===== src/rtl/uart_pkg.sv =====
// ---------------------------------------------------------------------------
// uart_pkg
// Shared constants for the UART command path (packet parser and register
// mapper): parser FSM state encoding, default sync bytes, payload length and
// the function codes understood by the register mapper.
// No ports.
// ---------------------------------------------------------------------------
package uart_pkg;

   typedef enum logic [2:0] {
      StIdle,
      StSync,
      StFunc,
      StData,
      StChk
   } state_e;

   localparam logic [7:0]  HDR0_DEF    = 8'h55;
   localparam logic [7:0]  HDR1_DEF    = 8'hAA;
   localparam int unsigned PAYLOAD_LEN = 11;

   localparam logic [7:0]  FUNC_HS_PWM = 8'h01;
   localparam logic [7:0]  FUNC_LS_PWM = 8'h02;

endpackage


===== src/rtl/uart_pack_parser_if.sv =====
// ---------------------------------------------------------------------------
// uart_pack_parser_if
// Groups the byte stream from the UART receiver and the framed command
// outputs presented to the register mapper.
//   rx_data/rx_valid        : byte stream, one byte per single-cycle strobe
//   func_reg, rev_data1..11 : fields of the last good frame
//   pack_done               : one-cycle pulse, new good frame on the outputs
//   frame_err               : one-cycle pulse, frame discarded
//   err_cnt                 : saturating count of discarded frames
// Modports: master (byte source / frame consumer), slave (the parser).
// ---------------------------------------------------------------------------
interface uart_pack_parser_if;

   logic [7:0] rx_data;
   logic       rx_valid;
   logic [7:0] func_reg;
   logic [7:0] rev_data1;
   logic [7:0] rev_data2;
   logic [7:0] rev_data3;
   logic [7:0] rev_data4;
   logic [7:0] rev_data5;
   logic [7:0] rev_data6;
   logic [7:0] rev_data7;
   logic [7:0] rev_data8;
   logic [7:0] rev_data9;
   logic [7:0] rev_data10;
   logic [7:0] rev_data11;
   logic       pack_done;
   logic       frame_err;
   logic [7:0] err_cnt;

   modport master (
      output rx_data, rx_valid,
      input  func_reg, rev_data1, rev_data2, rev_data3, rev_data4, rev_data5, rev_data6,
             rev_data7, rev_data8, rev_data9, rev_data10, rev_data11,
             pack_done, frame_err, err_cnt
   );

   modport slave (
      input  rx_data, rx_valid,
      output func_reg, rev_data1, rev_data2, rev_data3, rev_data4, rev_data5, rev_data6,
             rev_data7, rev_data8, rev_data9, rev_data10, rev_data11,
             pack_done, frame_err, err_cnt
   );

endinterface


===== src/rtl/uart_byte_timeout.sv =====
// ---------------------------------------------------------------------------
// uart_byte_timeout
// Inter-byte idle counter. Clears whenever clr is high, otherwise counts up
// while en is high and stops at the terminal count (never wraps).
//   clk_50M : system clock
//   rst_n   : asynchronous active-low reset
//   clr     : clear counter to 0 (priority over en)
//   en      : count enable
//   tc      : counter is at _TIMEOUT_CYC-1
// ---------------------------------------------------------------------------
module uart_byte_timeout #(
   parameter int unsigned _TIMEOUT_CYC = 50000,
   parameter int unsigned _TO_WIDTH    = 16
) (
   input  logic clk_50M,
   input  logic rst_n,
   input  logic clr,
   input  logic en,
   output logic tc
);

   localparam logic [_TO_WIDTH-1:0] TermCnt = _TO_WIDTH'(_TIMEOUT_CYC - 1);

   logic [_TO_WIDTH-1:0] cnt_q, cnt_d;

   assign tc = (cnt_q == TermCnt);

   always_comb begin
      cnt_d = cnt_q;
      if (clr) begin
         cnt_d = '0;
      end else if (en && !tc) begin
         cnt_d = cnt_q + 1'b1;
      end
   end

   always_ff @(posedge clk_50M or negedge rst_n) begin
      if (!rst_n) begin
         cnt_q <= '0;
      end else begin
         cnt_q <= cnt_d;
      end
   end

endmodule


===== src/rtl/uart_pack_parser.sv =====
// ---------------------------------------------------------------------------
// uart_pack_parser
// Frames fixed-length command packets from the UART byte stream:
//   _HDR0 _HDR1 FUNC D1..D11 [CHK]
// A good frame is committed to func_reg/rev_data1..11 with a one-cycle
// pack_done; bad checksums and inter-byte stalls give a one-cycle frame_err
// and bump the saturating err_cnt.
// Ports:
//   clk_50M : 50 MHz system clock
//   rst_n   : asynchronous active-low reset
//   bus     : uart_pack_parser_if.slave (byte stream in, frame fields out)
// Build option: define UART_PACK_CHK_EN to expect and verify the trailing
// CHK byte (sum of FUNC..D11 mod 256). Without it the frame ends at D11 and
// frame_err comes only from the inter-byte timeout.
// ---------------------------------------------------------------------------
module uart_pack_parser
   import uart_pkg::*;
#(
   parameter logic [7:0]  _HDR0        = HDR0_DEF,
   parameter logic [7:0]  _HDR1        = HDR1_DEF,
   parameter int unsigned _TIMEOUT_CYC = 50000,
   parameter int unsigned _TO_WIDTH    = 16
) (
   input logic               clk_50M,
   input logic               rst_n,
   uart_pack_parser_if.slave bus
);

   state_e     state_q, state_d;
   logic [3:0] idx_q, idx_d;
   logic [7:0] func_sh_q, func_sh_d;
   logic [7:0] data_sh_q [1:PAYLOAD_LEN];
   logic [7:0] data_sh_d [1:PAYLOAD_LEN];
`ifdef UART_PACK_CHK_EN
   logic [7:0] sum_q, sum_d;
`endif

   logic       commit, err, tc;
   logic [7:0] func_q;
   logic [7:0] rev_q [1:PAYLOAD_LEN];
   logic       pack_done_q, frame_err_q;
   logic [7:0] err_cnt_q;

   // Counter runs only while a frame is in progress.
   uart_byte_timeout #(
      ._TIMEOUT_CYC(_TIMEOUT_CYC),
      ._TO_WIDTH   (_TO_WIDTH)
   ) u_timeout (
      .clk_50M(clk_50M),
      .rst_n  (rst_n),
      .clr    (bus.rx_valid | (state_q == StIdle)),
      .en     (1'b1),
      .tc     (tc)
   );

   always_comb begin
      state_d   = state_q;
      idx_d     = idx_q;
      func_sh_d = func_sh_q;
      data_sh_d = data_sh_q;
`ifdef UART_PACK_CHK_EN
      sum_d     = sum_q;
`endif
      commit    = 1'b0;
      err       = 1'b0;

      // A byte arriving in the terminal-count cycle takes priority over the timeout.
      if (bus.rx_valid) begin
         unique case (state_q)
            StIdle: begin
               if (bus.rx_data == _HDR0) state_d = StSync;
            end
            StSync: begin
               if (bus.rx_data == _HDR1) begin
                  state_d = StFunc;
               end else if (bus.rx_data != _HDR0) begin
                  state_d = StIdle;
               end
            end
            StFunc: begin
               func_sh_d = bus.rx_data;
`ifdef UART_PACK_CHK_EN
               sum_d     = bus.rx_data;
`endif
               idx_d     = 4'd1;
               state_d   = StData;
            end
            StData: begin
               data_sh_d[idx_q] = bus.rx_data;
`ifdef UART_PACK_CHK_EN
               sum_d            = sum_q + bus.rx_data;
`endif
               if (idx_q == 4'(PAYLOAD_LEN)) begin
`ifdef UART_PACK_CHK_EN
                  state_d = StChk;
`else
                  commit  = 1'b1;
                  state_d = StIdle;
`endif
               end else begin
                  idx_d = idx_q + 4'd1;
               end
            end
`ifdef UART_PACK_CHK_EN
            StChk: begin
               if (bus.rx_data == sum_q) begin
                  commit = 1'b1;
               end else begin
                  err = 1'b1;
               end
               state_d = StIdle;
            end
`endif
            default: state_d = StIdle;
         endcase
      end else if (tc && (state_q != StIdle)) begin
         err     = 1'b1;
         state_d = StIdle;
      end
   end

   always_ff @(posedge clk_50M or negedge rst_n) begin
      if (!rst_n) begin
         state_q   <= StIdle;
         idx_q     <= '0;
         func_sh_q <= '0;
         data_sh_q <= '{default: '0};
`ifdef UART_PACK_CHK_EN
         sum_q     <= '0;
`endif
      end else begin
         state_q   <= state_d;
         idx_q     <= idx_d;
         func_sh_q <= func_sh_d;
         data_sh_q <= data_sh_d;
`ifdef UART_PACK_CHK_EN
         sum_q     <= sum_d;
`endif
      end
   end

   // Commit from the next-state shadows so the final byte is included
   // whether the frame ends on D11 or on CHK.
   always_ff @(posedge clk_50M or negedge rst_n) begin
      if (!rst_n) begin
         func_q      <= '0;
         rev_q       <= '{default: '0};
         pack_done_q <= 1'b0;
         frame_err_q <= 1'b0;
         err_cnt_q   <= '0;
      end else begin
         pack_done_q <= commit;
         frame_err_q <= err;
         if (commit) begin
            func_q <= func_sh_d;
            rev_q  <= data_sh_d;
         end
         if (err && (err_cnt_q != 8'hFF)) begin
            err_cnt_q <= err_cnt_q + 8'd1;
         end
      end
   end

   assign bus.func_reg   = func_q;
   assign bus.rev_data1  = rev_q[1];
   assign bus.rev_data2  = rev_q[2];
   assign bus.rev_data3  = rev_q[3];
   assign bus.rev_data4  = rev_q[4];
   assign bus.rev_data5  = rev_q[5];
   assign bus.rev_data6  = rev_q[6];
   assign bus.rev_data7  = rev_q[7];
   assign bus.rev_data8  = rev_q[8];
   assign bus.rev_data9  = rev_q[9];
   assign bus.rev_data10 = rev_q[10];
   assign bus.rev_data11 = rev_q[11];
   assign bus.pack_done  = pack_done_q;
   assign bus.frame_err  = frame_err_q;
   assign bus.err_cnt    = err_cnt_q;

endmodule


===== src/flat_wrapper.sv =====
// flat-port wrapper written by rule: the top's interface ports become plain ports
module uart_pack_parser_flat import uart_pkg::*;
#(
   parameter logic [7:0]  _HDR0        = HDR0_DEF,
   parameter logic [7:0]  _HDR1        = HDR1_DEF,
   parameter int unsigned _TIMEOUT_CYC = 50000,
   parameter int unsigned _TO_WIDTH    = 16
)
  (clk_50M, rst_n, bus_rx_data, bus_rx_valid, bus_func_reg, bus_rev_data1, bus_rev_data2, bus_rev_data3, bus_rev_data4, bus_rev_data5, bus_rev_data6, bus_rev_data7, bus_rev_data8, bus_rev_data9, bus_rev_data10, bus_rev_data11, bus_pack_done, bus_frame_err, bus_err_cnt);
  uart_pack_parser_if bus_i ();
  input logic clk_50M;
  input logic rst_n;
  input wire logic [$bits(bus_i.rx_data)-1:0] bus_rx_data;
  input wire logic [$bits(bus_i.rx_valid)-1:0] bus_rx_valid;
  output wire logic [$bits(bus_i.func_reg)-1:0] bus_func_reg;
  output wire logic [$bits(bus_i.rev_data1)-1:0] bus_rev_data1;
  output wire logic [$bits(bus_i.rev_data2)-1:0] bus_rev_data2;
  output wire logic [$bits(bus_i.rev_data3)-1:0] bus_rev_data3;
  output wire logic [$bits(bus_i.rev_data4)-1:0] bus_rev_data4;
  output wire logic [$bits(bus_i.rev_data5)-1:0] bus_rev_data5;
  output wire logic [$bits(bus_i.rev_data6)-1:0] bus_rev_data6;
  output wire logic [$bits(bus_i.rev_data7)-1:0] bus_rev_data7;
  output wire logic [$bits(bus_i.rev_data8)-1:0] bus_rev_data8;
  output wire logic [$bits(bus_i.rev_data9)-1:0] bus_rev_data9;
  output wire logic [$bits(bus_i.rev_data10)-1:0] bus_rev_data10;
  output wire logic [$bits(bus_i.rev_data11)-1:0] bus_rev_data11;
  output wire logic [$bits(bus_i.pack_done)-1:0] bus_pack_done;
  output wire logic [$bits(bus_i.frame_err)-1:0] bus_frame_err;
  output wire logic [$bits(bus_i.err_cnt)-1:0] bus_err_cnt;
  assign bus_i.rx_data = bus_rx_data;
  assign bus_i.rx_valid = bus_rx_valid;
  assign bus_func_reg = bus_i.func_reg;
  assign bus_rev_data1 = bus_i.rev_data1;
  assign bus_rev_data2 = bus_i.rev_data2;
  assign bus_rev_data3 = bus_i.rev_data3;
  assign bus_rev_data4 = bus_i.rev_data4;
  assign bus_rev_data5 = bus_i.rev_data5;
  assign bus_rev_data6 = bus_i.rev_data6;
  assign bus_rev_data7 = bus_i.rev_data7;
  assign bus_rev_data8 = bus_i.rev_data8;
  assign bus_rev_data9 = bus_i.rev_data9;
  assign bus_rev_data10 = bus_i.rev_data10;
  assign bus_rev_data11 = bus_i.rev_data11;
  assign bus_pack_done = bus_i.pack_done;
  assign bus_frame_err = bus_i.frame_err;
  assign bus_err_cnt = bus_i.err_cnt;
  uart_pack_parser #(._HDR0(_HDR0), ._HDR1(_HDR1), ._TIMEOUT_CYC(_TIMEOUT_CYC), ._TO_WIDTH(_TO_WIDTH)) u_core (.clk_50M(clk_50M), .rst_n(rst_n), .bus(bus_i));
endmodule

===== config.mk =====
export PLATFORM = sky130hd
export DESIGN_NAME = uart_pack_parser_flat
export DESIGN_NICKNAME = d
export VERILOG_FILES = /design/src/rtl/uart_pkg.sv /design/src/rtl/uart_pack_parser_if.sv /design/src/rtl/uart_byte_timeout.sv /design/src/rtl/uart_pack_parser.sv /design/src/flat_wrapper.sv
export SDC_FILE = /design/constraint.sdc
export NUM_CORES = 1
export LEC_CHECK = 0
export CELL_PAD_IN_SITES_DETAIL_PLACEMENT = 2
export CELL_PAD_IN_SITES_GLOBAL_PLACEMENT = 2
export CORE_ASPECT_RATIO = 1.2
export CORE_MARGIN = 1
export CORE_UTILIZATION = 40
export DETAILED_ROUTE_END_ITERATION = 10
export PLACE_DENSITY = 0.83
export SLEW_MARGIN = 20
export SYNTH_ARGS = -nofsm -noshare
export SYNTH_HDL_FRONTEND = slang
export SYNTH_SLANG_ARGS = --single-unit

===== constraint.sdc =====
create_clock -name clk_50M -period 3.7 [get_ports clk_50M]
set_input_delay 0.74 -clock clk_50M [delete_from_list [all_inputs] [get_ports clk_50M]]
set_output_delay 0.74 -clock clk_50M [all_outputs]
set_load 0.01 [all_outputs]

==> results.py, run 1 <==
metrics = {
    "synth": {
        "synth.distinct_cells": 46,
        "synthSimpleGateAreaFrac_pct": 11.7,
        "synthArstFlopShare_pct": 100,
        "synthCells": 690,
        "synth_fa_ha_area_share_pct": 0.867,
        "synth_compound_area_share_pct": 5.10,
        "synth.area.mux_share_pct": 15.4,
        "synthXorXnorAreaFrac_pct": 1.42,
        "ys_seq_area_share_pct": 62.4,
        "ys_warn_count": 0,
        "synth_seq_cells": 216,
        "ys.flop_type": "dfrtp_1",
        "syn_area_per_cell_sq_um": 12.6,
        "synth-edff-count": 0,
        "synth_top_family_by_area": "multiplexers",
        "synth_area_sq_um": 8660,
        "syn_nets": 707,
    },
    "layout": {
        "final_area_sq_um": 10800,
        "largest-register": "u_core.data_sh_q",
        "largest_reg_flops": 80,
        "final_core_util_pct": 51.2,
        "reg_top3": "u_core.data_sh_q (80), u_core.u_timeout.cnt_q (16)",
        "final_cell_mix": "216 x dfrtp_1, 120 x nand2_1, 115 x clkdlybuf4s50_1, 107 x mux2_2, 63 x o21ai_0",
        "drive_above_1_share_pct": 20.9,
        "antenna_cells": 0,
        "fin_nets": 819,
        "area_delta_synth_final_pct": 24.9,
        "final_common_cell": "dfrtp_1",
    },
    "placement": {
        "finalWeightedCongestion": 0.747,
        "place_area_sq_um": 10100,
        "hpwl_microns": 15500,
        "port_buffers": 116,
    },
    "timing": {
        "max-slew-margin-rel_pct": 46.1,
        "worstMarginPinSlew_ps": 809,
        "fin_tns_setup_ps": 0,
        "period_needed_ps": 2620,
        "slew_violations": 0,
        "setup_viol": 0,
        "finalCritPeriodShare_pct": 70.9,
        "finalHoldViolCount": 0,
        "clock_skew_ps": 8.67,
        "timing.fmax_mhz": 381,
        "grt_setup_unrepaired": "false",
    },
    "clocking": {
        "cts_tree": "done",
        "postCtsSetupBuffers": 0,
        "numCtsBuffers": 22,
        "cts_resized": 0,
        "holdBufCountCts": 0,
        "clockBufferDepth": 3,
        "clk_latency_ps": 500,
        "clkTransAtPathRegs_ps": 60,
        "cts.sinks": 216,
        "clockRootBuffer": "clkbuf_16",
        "h-tree-depth": 1,
    },
    "detailed_routing": {
        "drt_wl_total_microns": 25500,
        "vias": 5764,
        "first_pass_iters": 6,
        "viasPerCell": 5.30,
        "ant_nets": 0,
        "drcViolationCount": 0,
        "wl_per_cell_microns": 23.4,
        "drt_iter0_markers": 235,
    },
    "critical_path": {
        "crit_family": "simple AND/OR/NAND/NOR gates",
        "cp.arrival_ps": 3000,
        "cp.required_ps": 4080,
        "crit_chain": "clkdlybuf4s50_1 > buf_4 > nand2b_1 > nor3_4 > mux2_2 > mux2_2",
        "critPathSlowestCell": "nor3_4",
        "max_stage_delay_ps": 550,
        "worstPathMaxFanout": 11,
        "cp_num_buf_inv": 2,
        "cp-start-kind": "input pin",
        "crit_type": "in -> reg",
        "worstSetupEndpointType": "register",
        "cp-startpoint": "bus_rx_valid",
        "path_common_cell": "mux2_2",
        "r2r_start": "u_core.idx_q[1]",
    },
    "floorplan": {
        "rows": 58,
        "die_w_microns": 136,
        "die_h_microns": 163,
        "io_pins": 117,
        "die_area_sq_um": 22200,
        "initial_core_util_pct": 41.0,
        "core_area_sq_um": 21100,
    },
    "global_routing": {
        "grt_overflow": 0,
        "grt_pass1_wl_microns": 40800,
        "grt_usage_pct": 24.3,
        "grt_max_degree": 100,
        "grt_pass1_vias": 6783,
        "antenna_found_initial": 0,
    },
    "job": {
        "cap_violations": 0,
    },
    "power_and_ir_drop": {
        "power_w": 0.00711,
        "irDropWorstVdd_v": 0.000420,
        "p_per_area_nw_per_um2": 657,
        "total_leakage_power_nw": 5.00,
    },
    "hold_path": {
        "hold_path.class": "in -> async",
    },
    "outcome": {
        "outcome": "complete, no violations",
    },
}
[through the flow]
stage | setup slack (ps) | instances | hold WS, ps
after floorplan | 1550 | 690 | 439
after global placement | 703 | 1048 | 453
after detailed placement | 621 | 1048 | 465
after CTS | 1070 | 1088 | 364
after global routing | 993 | 1088 | 394
final | 1080 | 1088 | 349
[metal layers]
layer | vias up | wire length [microns] | global-route usage, %
met1 | 3024 | 9950 | 29.0
met3 | 39 | 1060 | 4.00
met2 | 130 | 13900 | 44.7
met5 | - | 0 | 0
met4 | 0 | 590 | 6.72
li1 | 2571 | - | -
[cells by family (layout without fill, tap and decap cells)]
group,after synthesis,in the layout
AOI/OAI and AO/OA,81,81
xor gates and xnor gates,14,14
adders and majority gates,6,6
buffers and inverters,56,184
DFF,216,216
muxes,119,119
and+or+nand+nor,198,198
[Yosys cell counts (2+ instances only)]
cell type  count  area (sq um)
nor3_1         6          30.0
clkbuf_1      17          63.8
nand4_4        2          42.5
nor3_4         4          65.1
xnor2_1       10          87.6
mux2i_1        2          20.0
nand2b_1       2          12.5
dfrtp_1      216          5410
buf_4          7          52.6
a22oi_1        2          15.0
nor4_2         3          37.5
or3_1          5          31.3
nor2_2         3          18.8
inv_1         18          67.6
xor2_1         4          35.0
a21oi_1        7          35.0
nor2_1        18          67.6
ha_1           6          75.1
mux2_1        10           113
nand2_1      120           450
mux2_2       107          1200
a31oi_1        2          12.5
and4_2         2          20.0
nand3_1        9          45.0
buf_6          2          22.5
and3_1         2          12.5
buf_2          9          45.0
or2_2          2          12.5
nor4_1         7          43.8
buf_1          2          7.51
nand4b_1       3          26.3
and4bb_2       2          25.0
o21ai_0       63           315
nand4_1        4          25.0
[area by class of cell]
cell class,instances,area [sq um]
fillers,1957,10300
flip-flops and latches,216,5410
multi-input cells,418,2990
repair buffers,125,1260
clock buffers,37,688
well taps,270,338
inverters,19,71.3
clock inverters,3,65.1
[path summary, 6_finish.rpt]
path	end	slack (ps)	depth (start not counted)
worst max-delay path	u_core.bus.rev_data6[4]	1080	6
worst min-delay path	u_core.bus.err_cnt[7]	350	1
worst max register to register	u_core.bus.rev_data8[4]	1390	6
worst min register to register	u_core.bus.rev_data3[1]	480	2
max in group asynchronous	u_core.data_sh_q[23]	2330	2
min in group clk_50M	u_core.bus.rev_data3[1]	480	2
[where the power goes]
group | switching, W | internal, W | leakage (nW) | total [W]
combinational | 0.000784 | 0.000723 | 1.72 | 0.00151
clock | 0.000914 | 0.00140 | 0.368 | 0.00232
sequential | 0.000353 | 0.00293 | 2.91 | 0.00329
total | 0.00205 | 0.00506 | 5.00 | 0.00711
(Power assumes the default switching activity.)
==> inputs of run 2 (changes only) <==
CORE_UTILIZATION = 37   (was 40)
PLACE_DENSITY = 0.78   (was 0.83)
clock period = 2.6 ns   (was 3.7 ns; I/O delays follow)
==> run 2 against run 1 <==
Global-route usage is 1.9 points lower. Clock-buffer cell count is 3 lower. Critical path depth grew 2. Sequential share of layout area is 1.3 points lower. Sequential cell count did not move. Critical path type is now reg -> reg. Critical endpoint is now u_core.bus.func_reg[5]. Largest power group unchanged.
==> results.py, run 2 (same netlist as run 1, synthesis figures left out) <==
metrics = {
    "clocking": {
        "cts.sinks": 216,
        "clockRootBuffer": "clkbuf_16",
        "numCtsBuffers": 24,
        "cts_resized": 0,
        "clk_latency_ps": 520,
        "cts_tree": "done",
        "holdBufCountCts": 0,
        "h-tree-depth": 1,
        "postCtsSetupBuffers": 0,
        "clockBufferDepth": 3,
        "clkTransAtPathRegs_ps": 70,
    },
    "timing": {
        "setup_viol": 0,
        "timing.fmax_mhz": 449,
        "grt_setup_unrepaired": "false",
        "slew_violations": 0,
        "finalCritPeriodShare_pct": 85.7,
        "max-slew-margin-rel_pct": 50.3,
        "hold_slack_ps": 5.20,
        "worstMarginPinSlew_ps": 743,
        "clock_skew_ps": 17.8,
        "period_needed_ps": 2230,
        "finalHoldViolCount": 0,
    },
    "global_routing": {
        "antenna_found_initial": 0,
        "grt_overflow": 0,
        "grt_usage_pct": 22.5,
        "grt_pass1_wl_microns": 41100,
        "grt_pass1_vias": 6937,
        "grt_max_degree": 65,
    },
    "layout": {
        "reg_top3": "u_core.data_sh_q (80), u_core.u_timeout.cnt_q (16)",
        "layoutNonFillerInstCount": 1150,
        "antenna_cells": 0,
        "drive_above_1_share_pct": 23.6,
        "largest_reg_flops": 80,
        "final_cell_mix": "216 x dfrtp_1, 120 x nand2_1, 115 x clkdlybuf4s50_1, 107 x mux2_2, 63 x o21ai_0",
        "largest-register": "u_core.data_sh_q",
        "fin_nets": 840,
        "final_common_cell": "dfrtp_1",
        "area_delta_synth_final_pct": 28.3,
    },
    "detailed_routing": {
        "drt_iter0_markers": 246,
        "drcViolationCount": 0,
        "drt_wl_total_microns": 25600,
        "wl_per_cell_microns": 22.3,
        "vias": 5910,
        "ant_nets": 0,
        "viasPerCell": 5.14,
        "first_pass_iters": 4,
    },
    "hold_path": {
        "hold_path.class": "in -> async",
    },
    "floorplan": {
        "rows": 60,
        "initial_core_util_pct": 38.2,
        "io_pins": 117,
        "die_w_microns": 142,
        "die_area_sq_um": 24000,
        "die_h_microns": 170,
        "core_area_sq_um": 22700,
    },
    "power_and_ir_drop": {
        "irDropWorstVdd_v": 0.000547,
        "total_leakage_power_nw": 5.15,
        "p_per_area_nw_per_um2": 930,
    },
    "critical_path": {
        "worstPathMaxFanout": 16,
        "crit_type": "reg -> reg",
        "cp-start-kind": "register",
        "r2r_start": "u_core.idx_q[1]",
        "cp-startpoint": "u_core.idx_q[1]",
        "cp.required_ps": 3050,
        "cp.arrival_ps": 2680,
        "worstSetupEndpointType": "register",
    },
    "placement": {
        "port_buffers": 116,
        "hpwl_microns": 16900,
        "finalWeightedCongestion": 0.744,
        "dp.cells": 1107,
    },
    "job": {
        "cap_violations": 0,
    },
    "outcome": {
        "outcome": "complete, no violations",
    },
}
-- run 2: cell count changes in the layout (fill, tap and decap cells not counted) --
| cell | previous run | this run |
|---|---|---|
| buf_4 | 7 | 23 |
| clkbuf_1 | 8 | 3 |
| clkinv_2 | 1 | 6 |
| buf_12 | 2 | 5 |
| clkbuf_16 | 23 | 25 |
| clkinv_4 | 0 | 1 |
-- run 2: worst paths after layout --
path	cells past startpoint	slack [ps]	end
hold reg to reg	2	480	u_core.data_sh_q[83]
min in group clk_50M	2	480	u_core.data_sh_q[83]
setup / recovery	8	370	u_core.bus.func_reg[5]
hold / removal	1	5	u_core.bus.err_cnt[3]
setup reg to reg	8	370	u_core.bus.func_reg[5]
max in group asynchronous	2	1770	u_core.bus.rev_data8[1]
-- run 2: metal layers --
metal	GRT usage, %	wire length, microns	up-vias
met5	0	0	-
met4	6.12	586	0
met2	41.0	13600	142
met1	27.1	10200	3108
li1	-	-	2620
met3	4.01	1260	40
-- run 2: stage by stage --
stage                     cell area (sq um)  TNS (ps)  worst slack [ps]  total power, W  utilization, %
after global routing                  11100         0               258          0.0108            49.0
after global placement                10300         0              59.0         0.00657            45.4
after floorplan                        8660         0               672         0.00565               -
after CTS                             11100         0               361          0.0105            49.0
after detailed placement              10300      -103             -50.5         0.00683            45.4
final                                 11100         0               372          0.0103            49.0
-- run 2: cell type report --
type / count / area (sq um)
Fill cell: 2201 / 11600
Sequential cell: 216 / 5410
Multi-Input combinational cell: 418 / 2990
Timing Repair Buffer: 144 / 1440
Clock buffer: 34 / 719
Tap cell: 310 / 388
Clock inverter: 9 / 98.8
Inverter: 19 / 71.3
-- run 2: power by group --
group	switching, W	leakage, nW	internal (W)	total, W
clock	0.00139	0.411	0.00212	0.00351
combinational	0.00113	1.83	0.00105	0.00218
sequential	0.000471	2.91	0.00418	0.00465
total	0.00299	5.15	0.00735	0.0103
-- run 2: critical path, stage by stage, from the launching register on --
cell	delay, ps
dfrtp_1	520
ha_1	260
and3b_1	360
nand4_4	140
inv_2	130
buf_4	290
buf_4	280
nand2_1	110
nand2_1	70
==> inputs of run 3 (changes only) <==
ABC_CLOCK_PERIOD_IN_PS = 2600   (was not set)
==> results of run 3 <==
No change in the layout: final DEF, timing and power equal those of run 2.
